[src/rtl/hamming_input_capture.sv]
// ============================================================================
// Module      : hamming_input_capture
// Description : User-input front end for the Hamming demo board. Synchronizes
//               all raw switches/buttons, debounces the load and select
//               buttons, captures the data and error-position switches on an
//               accepted load press, and keeps the display-select level.
// Revision    : 1.0 - initial release
// ============================================================================
`default_nettype none

module hamming_input_capture #(
    parameter int DEBOUNCE_CYCLES = 270000,
    parameter int CNT_W           = $clog2(DEBOUNCE_CYCLES + 1)
) (
    input  logic       clk,
    input  logic       rst_n,
    input  logic [3:0] sw_data,
    input  logic [2:0] sw_err,
    input  logic       btn_load,
    input  logic       btn_sel,
    output logic [3:0] data_word,
    output logic [2:0] err_pos,
    output logic       load_pulse,
    output logic       disp_sel,
    output logic       busy
);

    // Counter value at which a differing level has been held long enough.
    localparam logic [CNT_W-1:0] c_CNT_LAST = CNT_W'(DEBOUNCE_CYCLES - 1);
    localparam logic [CNT_W-1:0] c_CNT_ONE  = CNT_W'(1);

    // Button index map inside the button vectors.
    localparam int c_BTN_LOAD = 0;
    localparam int c_BTN_SEL  = 1;

    typedef enum logic [1:0] {
        S_IDLE    = 2'd0,
        S_CAPTURE = 2'd1,
        S_HOLD    = 2'd2
    } state_t;

    // ------------------------------------------------------------------
    // Two-flop synchronizers
    // ------------------------------------------------------------------
    logic [3:0] r_data_s1, r_data_s2;
    logic [2:0] r_err_s1,  r_err_s2;
    logic [1:0] r_btn_s1,  r_btn_s2;

    // Bring every asynchronous input into the clk domain before use.
    always_ff @(posedge clk) begin
        if (!rst_n) begin
            r_data_s1 <= '0;
            r_data_s2 <= '0;
            r_err_s1  <= '0;
            r_err_s2  <= '0;
            r_btn_s1  <= '0;
            r_btn_s2  <= '0;
        end else begin
            r_data_s1 <= sw_data;
            r_data_s2 <= r_data_s1;
            r_err_s1  <= sw_err;
            r_err_s2  <= r_err_s1;
            r_btn_s1  <= {btn_sel, btn_load};
            r_btn_s2  <= r_btn_s1;
        end
    end

    // ------------------------------------------------------------------
    // Debouncers, one per button
    // ------------------------------------------------------------------
    logic w_stable [2];
    logic w_rise   [2];

    genvar gi;
    generate
        for (gi = 0; gi < 2; gi++) begin : g_deb
            logic             r_stable;
            logic             r_stable_d;
            logic [CNT_W-1:0] r_cnt;

            // Accept a new level only after it has differed from the
            // stable level for DEBOUNCE_CYCLES consecutive cycles.
            always_ff @(posedge clk) begin
                if (!rst_n) begin
                    r_stable   <= 1'b0;
                    r_stable_d <= 1'b0;
                    r_cnt      <= '0;
                end else begin
                    r_stable_d <= r_stable;
                    if (r_btn_s2[gi] == r_stable) begin
                        r_cnt <= '0;
                    end else if (r_cnt == c_CNT_LAST) begin
                        r_stable <= r_btn_s2[gi];
                        r_cnt    <= '0;
                    end else begin
                        r_cnt <= r_cnt + c_CNT_ONE;
                    end
                end
            end

            assign w_stable[gi] = r_stable;
            assign w_rise[gi]   = r_stable & ~r_stable_d;
        end
    endgenerate

    // ------------------------------------------------------------------
    // Load FSM with registered outputs
    // ------------------------------------------------------------------
    state_t     r_state;
    logic [3:0] r_data_word;
    logic [2:0] r_err_pos;
    logic       r_load_pulse;
    logic       r_busy;

    // Capture the switches on an accepted press, then wait for release.
    always_ff @(posedge clk) begin
        if (!rst_n) begin
            r_state      <= S_IDLE;
            r_data_word  <= '0;
            r_err_pos    <= '0;
            r_load_pulse <= 1'b0;
            r_busy       <= 1'b0;
        end else begin
            case (r_state)
                S_IDLE: begin
                    r_load_pulse <= 1'b0;
                    r_busy       <= 1'b0;
                    if (w_rise[c_BTN_LOAD]) begin
                        // Registers load on entry so the strobe and the new
                        // values appear together in the CAPTURE cycle.
                        r_state      <= S_CAPTURE;
                        r_data_word  <= r_data_s2;
                        r_err_pos    <= r_err_s2;
                        r_load_pulse <= 1'b1;
                    end
                end
                S_CAPTURE: begin
                    r_load_pulse <= 1'b0;
                    r_busy       <= 1'b1;
                    r_state      <= S_HOLD;
                end
                S_HOLD: begin
                    r_load_pulse <= 1'b0;
                    if (!w_stable[c_BTN_LOAD]) begin
                        r_busy  <= 1'b0;
                        r_state <= S_IDLE;
                    end
                end
                default: begin
                    r_load_pulse <= 1'b0;
                    r_busy       <= 1'b0;
                    r_state      <= S_IDLE;
                end
            endcase
        end
    end

    // ------------------------------------------------------------------
    // Display select toggle
    // ------------------------------------------------------------------
    logic r_disp_sel;

    // Flip the display source on every accepted select press.
    always_ff @(posedge clk) begin
        if (!rst_n) begin
            r_disp_sel <= 1'b0;
        end else if (w_rise[c_BTN_SEL]) begin
            r_disp_sel <= ~r_disp_sel;
        end
    end

    assign data_word  = r_data_word;
    assign err_pos    = r_err_pos;
    assign load_pulse = r_load_pulse;
    assign disp_sel   = r_disp_sel;
    assign busy       = r_busy;

endmodule

`default_nettype wire

[config.mk]
export PLATFORM = sky130hd
export DESIGN_NAME = hamming_input_capture
export DESIGN_NICKNAME = d
export VERILOG_FILES = /design/src/rtl/hamming_input_capture.sv
export SDC_FILE = /design/constraint.sdc
export NUM_CORES = 1
export LEC_CHECK = 0
export BUFFER_PORTS_ARGS = -buffer_cell sky130_fd_sc_hd__buf_2
export CAP_MARGIN = 40
export CORE_MARGIN = 2
export CORE_UTILIZATION = 45
export DETAILED_ROUTE_END_ITERATION = 7
export SYNTH_ARGS = -nofsm -noshare
export SYNTH_HDL_FRONTEND = slang
export SYNTH_SLANG_ARGS = --single-unit
export TNS_END_PERCENT = 50
[constraint.sdc]
create_clock -name clk -period 4.3 [get_ports clk]
set_clock_uncertainty 0.2 [all_clocks]
set_input_delay 0.86 -clock clk [delete_from_list [all_inputs] [get_ports clk]]
set_output_delay 0.86 -clock clk [all_outputs]
set_load 0.01 [all_outputs]
==> qor.log <==
qor: detailed_routing.count_of_vias_placed_by_the_detailed_router 1898
qor: power.swShare 0.194
qor: detailed_routing.dr.pass1.iters 4
qor: global_routing.number_of_antenna_violations_at_the_first_check_in_global_routing 0
qor: power.combPwrFrac 0.014
qor: critical_path.critical_path.top_delay_family compound AO/OA/AOI/OAI gates
qor: clock_network.cts_tree done
qor: global_routing.grt_max_degree 37
qor: global_routing.overflow 0
qor: clock_network.ctsHoldBuffers 0
qor: clock_network.cts_max_path_buffers 2
qor: floorplanning.die_h 83.2 um
qor: yosys.post_synth_xor_area_fraction 0.0931
qor: global_routing.number_of_global_route_vias_before_repair 1705
qor: final_layout.most_common_library_cell_in_the_layout_ignoring_fill_and_taps dfxtp_1
qor: detailed_routing.avgRoutedWirePerCell 11.3 um
qor: detailed_routing.dr.first_iter.drc_count 79
qor: clock_network.numClockSinks 72
qor: critical_path.largest_fanout_on_the_critical_path 19
qor: critical_path.path_cells ha_1 -> and4_1 -> nand2_1 -> o211ai_2 -> o21ba_2
qor: floorplanning.die-area 6920 um2
qor: detailed_routing.totalWireLength 4330 um
qor: floorplanning.design.core.area 5990 um2
qor: critical_path.timing.critical_path.depth 5
qor: yosys.ys_ff_latch 72
qor: detailed_routing.antenna_violating_nets_post_route 0
qor: critical_path.capture_point_of_the_worst_reg_to_reg_path g_deb[0].r_cnt[16]
qor: critical_path.rr_worst_depth 5
qor: sta.final-max-slew-violation-count 0
qor: yosys.dominant_combinational_cell_family_by_area_after_synthesis simple AND/OR/NAND/NOR gates
qor: critical_path.critical_path_class reg -> reg
qor: final_layout.drive_above_1_share 0.150
qor: clock_network.clk_latency 0.33 ns
qor: power.vdd.ir_drop.worst 0.271 mV
qor: clock_network.number_of_cells_upsized_or_downsized_after_cts 0
qor: clock_network.tritoncts.num_buffers 9
qor: floorplanning.rows 28
qor: power.p_clk_frac 0.452
qor: yosys.netlist_area 2820 um2
qor: final_layout.areaGrowthSynthToFinish 12.2%
qor: placement.place.detailed.hpwl 2830 um
qor: power.net-switching-power 247 uW
qor: final_layout.leading_cell_types_in_the_layout_fill_and_taps_excluded dfxtp_1 (72), nor2_1 (35), and2_1 (25)
qor: yosys.synth_fa_ha_area_frac 0.00887
qor: critical_path.worst_path_max_delay_cell o211ai_2
qor: global_routing.grtUsageTotal 0.133
qor: critical_path.critPathCapture g_deb[0].r_cnt[16]
qor: critical_path.regToRegSetupSlack 2.05 ns
qor: final_layout.diodes 0
qor: final_layout.stdcell_area 3170 um2
qor: yosys.synth_seq_area_share 0.511
qor: yosys.synth.mux.area_fraction 0.0319
qor: yosys.synth_simple_gate_area_frac 0.279
qor: power.cell_internal_pwr 1.02 mW
qor: critical_path.path_buf_inv 0
qor: critical_path.crit_path_start g_deb[0].r_cnt[0]
qor: flow_run.max_cap_viol 0
qor: placement.placement.cell_area 2950 um2
qor: final_layout.final_util 0.529
qor: sta.max_slew_margin 0.447
qor: yosys.synthesis.area_per_instance 9.90 um2
qor: yosys.yosysWarningCount 0
qor: run_status.run_status finished, final reports clean
qor: detailed_routing.vias_per_cell 4.97
qor: yosys.synth-main-ff-cell dfxtp_1
qor: power.power.share.sequential 0.533
qor: power.power.static_leakage 1.14 nW
qor: yosys.synthesis.instances 285
qor: power.cellPowerDensity 401 nW/um2
qor: floorplanning.num_io_pins 21
qor: sta.setup_viol_count_final 0
qor: placement.routability_congestion_estimate_from_global_placement 0.753
qor: clock_network.postCtsSetupRepairBufs 0
qor: detailed_routing.drc 0
qor: sta.transition_time_at_the_pin_with_the_least_slew_margin 0.826 ns
qor: sta.grt_setup_unrepaired no
qor: critical_path.timing.critical_path.from_type flop
qor: yosys.synth-compound-area-share 0.0434
qor: clock_network.cts.reportedPaths.clkPinSlew 0.07 ns
qor: critical_path.rr_startpoint g_deb[0].r_cnt[0]
qor: yosys.synthDistinctLibCells 42
qor: sta.hold_violations 0
qor: power.total_power 1.27 mW
qor: yosys.synthesis.nets 298
qor: final_layout.layout.nets 316
qor: sta.fmaxAchievable 0.445 GHz
qor: clock_network.htree_num_levels 3
qor: critical_path.timing.critical_path.to_type flop
qor: critical_path.arrival_time_at_the_worst_endpoint 2.28 ns
qor: critical_path.cpPeakStageDelay 0.69 ns
qor: placement.io_buffer_count 20
qor: sta.timing.setup.tns 0 ns
qor: critical_path.worstPathRequired 4.33 ns
qor: global_routing.first_pass_grt_wire_length 7530 um
qor: clock_network.clk_root_buffer_cell clkbuf_8
qor: floorplanning.initial_utilization 0.471
qor: yosys.async_reset_ff_frac 0
qor: sta.min_period 2.25 ns
qor: floorplanning.die_width 83.2 um
qor: worst_hold_path.hold_path_class reg -> reg
qor: yosys.number_of_enable_type_register_cells_in_the_synthesized_netlist 0
qor: sta.finalCritPeriodShare 0.523
worst reg2reg max path, cell delays in order, from the launching register on:
cell and delay, ns:
dfxtp_1 0.37, ha_1 0.21, and4_1 0.30, nand2_1 0.12, o211ai_2 0.69, o21ba_2 0.25
layout make-up:
class                      count  area, um2
clock inverter                 5       81.3
fill                         557       2820
timing repair buffer          21        108
sequential                    72       1440
tap                           75       93.8
inverter                       3       11.3
multi-input combinational    196       1290
clock buffer                  10        138
cell usage after synthesis, types with 2 or more instances:
master	n	area, um2
dfxtp_1	72	1440
nor2_1	35	131
and2_1	25	156
xor2_1	22	193
nand3_1	13	65.1
nand4_1	13	81.3
nand2_1	12	45.0
and4_1	9	78.8
mux2i_1	9	90.1
xnor2_1	8	70.1
nor2b_1	7	43.8
clkbuf_1	5	18.8
o21ai_0	5	25.0
a21oi_1	4	20.0
buf_2	4	20.0
inv_1	3	11.3
nor4_1	3	18.8
nor4b_1	3	26.3
or3_1	3	18.8
a21boi_0	2	15.0
and3_1	2	12.5
buf_4	2	15.0
buf_6	2	22.5
ha_1	2	25.0
nand2b_1	2	12.5
o31ai_1	2	15.0
registers in the layout (all words and copies together) (netlist names):
name,count
busy,1
data_word,4
disp_sel,1
err_pos,3
g_deb.r_cnt,38
g_deb.r_stable,2
g_deb.r_stable_d,2
load_pulse,1
r_btn_s1,2
r_btn_s2,2
r_data_s1,4
r_data_s2,4
r_err_s1,3
r_err_s2,3
r_state,2
power groups by stage:
stage / logic (mW) / registers [mW] / clock network, mW
2_1_floorplan: 0.0139 / 0.692 / 0
3_3_place_gp: 0.0185 / 0.693 / 0
3_5_place_dp: 0.0189 / 0.693 / 0
4_1_cts: 0.0190 / 0.677 / 0.597
5_1_grt: 0.0213 / 0.678 / 0.625
6_report: 0.0182 / 0.677 / 0.574
cells by family (layout without fill, tap and decap cells):
| logic type | count (synthesis) | count (layout) |
|---|---|---|
| simple gates | 137 | 137 |
| mux | 9 | 9 |
| flops | 72 | 72 |
| buf+inv | 17 | 39 |
| xor+xnor | 30 | 30 |
| compound gates | 18 | 18 |
| fa+ha+maj | 2 | 2 |
metrics by stage:
| step | worst slack (ns) | std cells | hold slack (ns) |
|---|---|---|---|
| 3_5_place_dp | 1.90 | 367 | 0.217 |
| 4_1_cts | 2.01 | 382 | 0.232 |
| 6_report | 2.05 | 382 | 0.230 |
| 2_1_floorplan | 2.44 | 285 | 0.212 |
| 5_1_grt | 1.87 | 382 | 0.249 |
| 3_3_place_gp | 1.92 | 366 | 0.216 |
worst min path at each step:
stage / startpoint / endpoint / slack (ns) / cells after the start
6_report: r_data_s1[0] / r_data_s2[0] / 0.23 / 1
4_1_cts: r_data_s1[0] / r_data_s2[0] / 0.23 / 1
3_3_place_gp: r_err_s1[0] / r_err_s2[0] / 0.22 / 1
5_1_grt: r_err_s1[0] / r_err_s2[0] / 0.25 / 1
3_5_place_dp: r_data_s1[0] / r_data_s2[0] / 0.22 / 1
2_1_floorplan: r_btn_s1[0] / r_btn_s2[0] / 0.21 / 1
routing by layer:
layer  vias to the layer above  GRT usage  share of wire
met2                        32      0.205           0.45
met4                         0     0.0492          0.012
li1                       1011          -              -
met3                         4     0.0596          0.043
met5                         -          0              0
met1                       851      0.165           0.50
No activity file was read; power rests on OpenSTA's default activity.
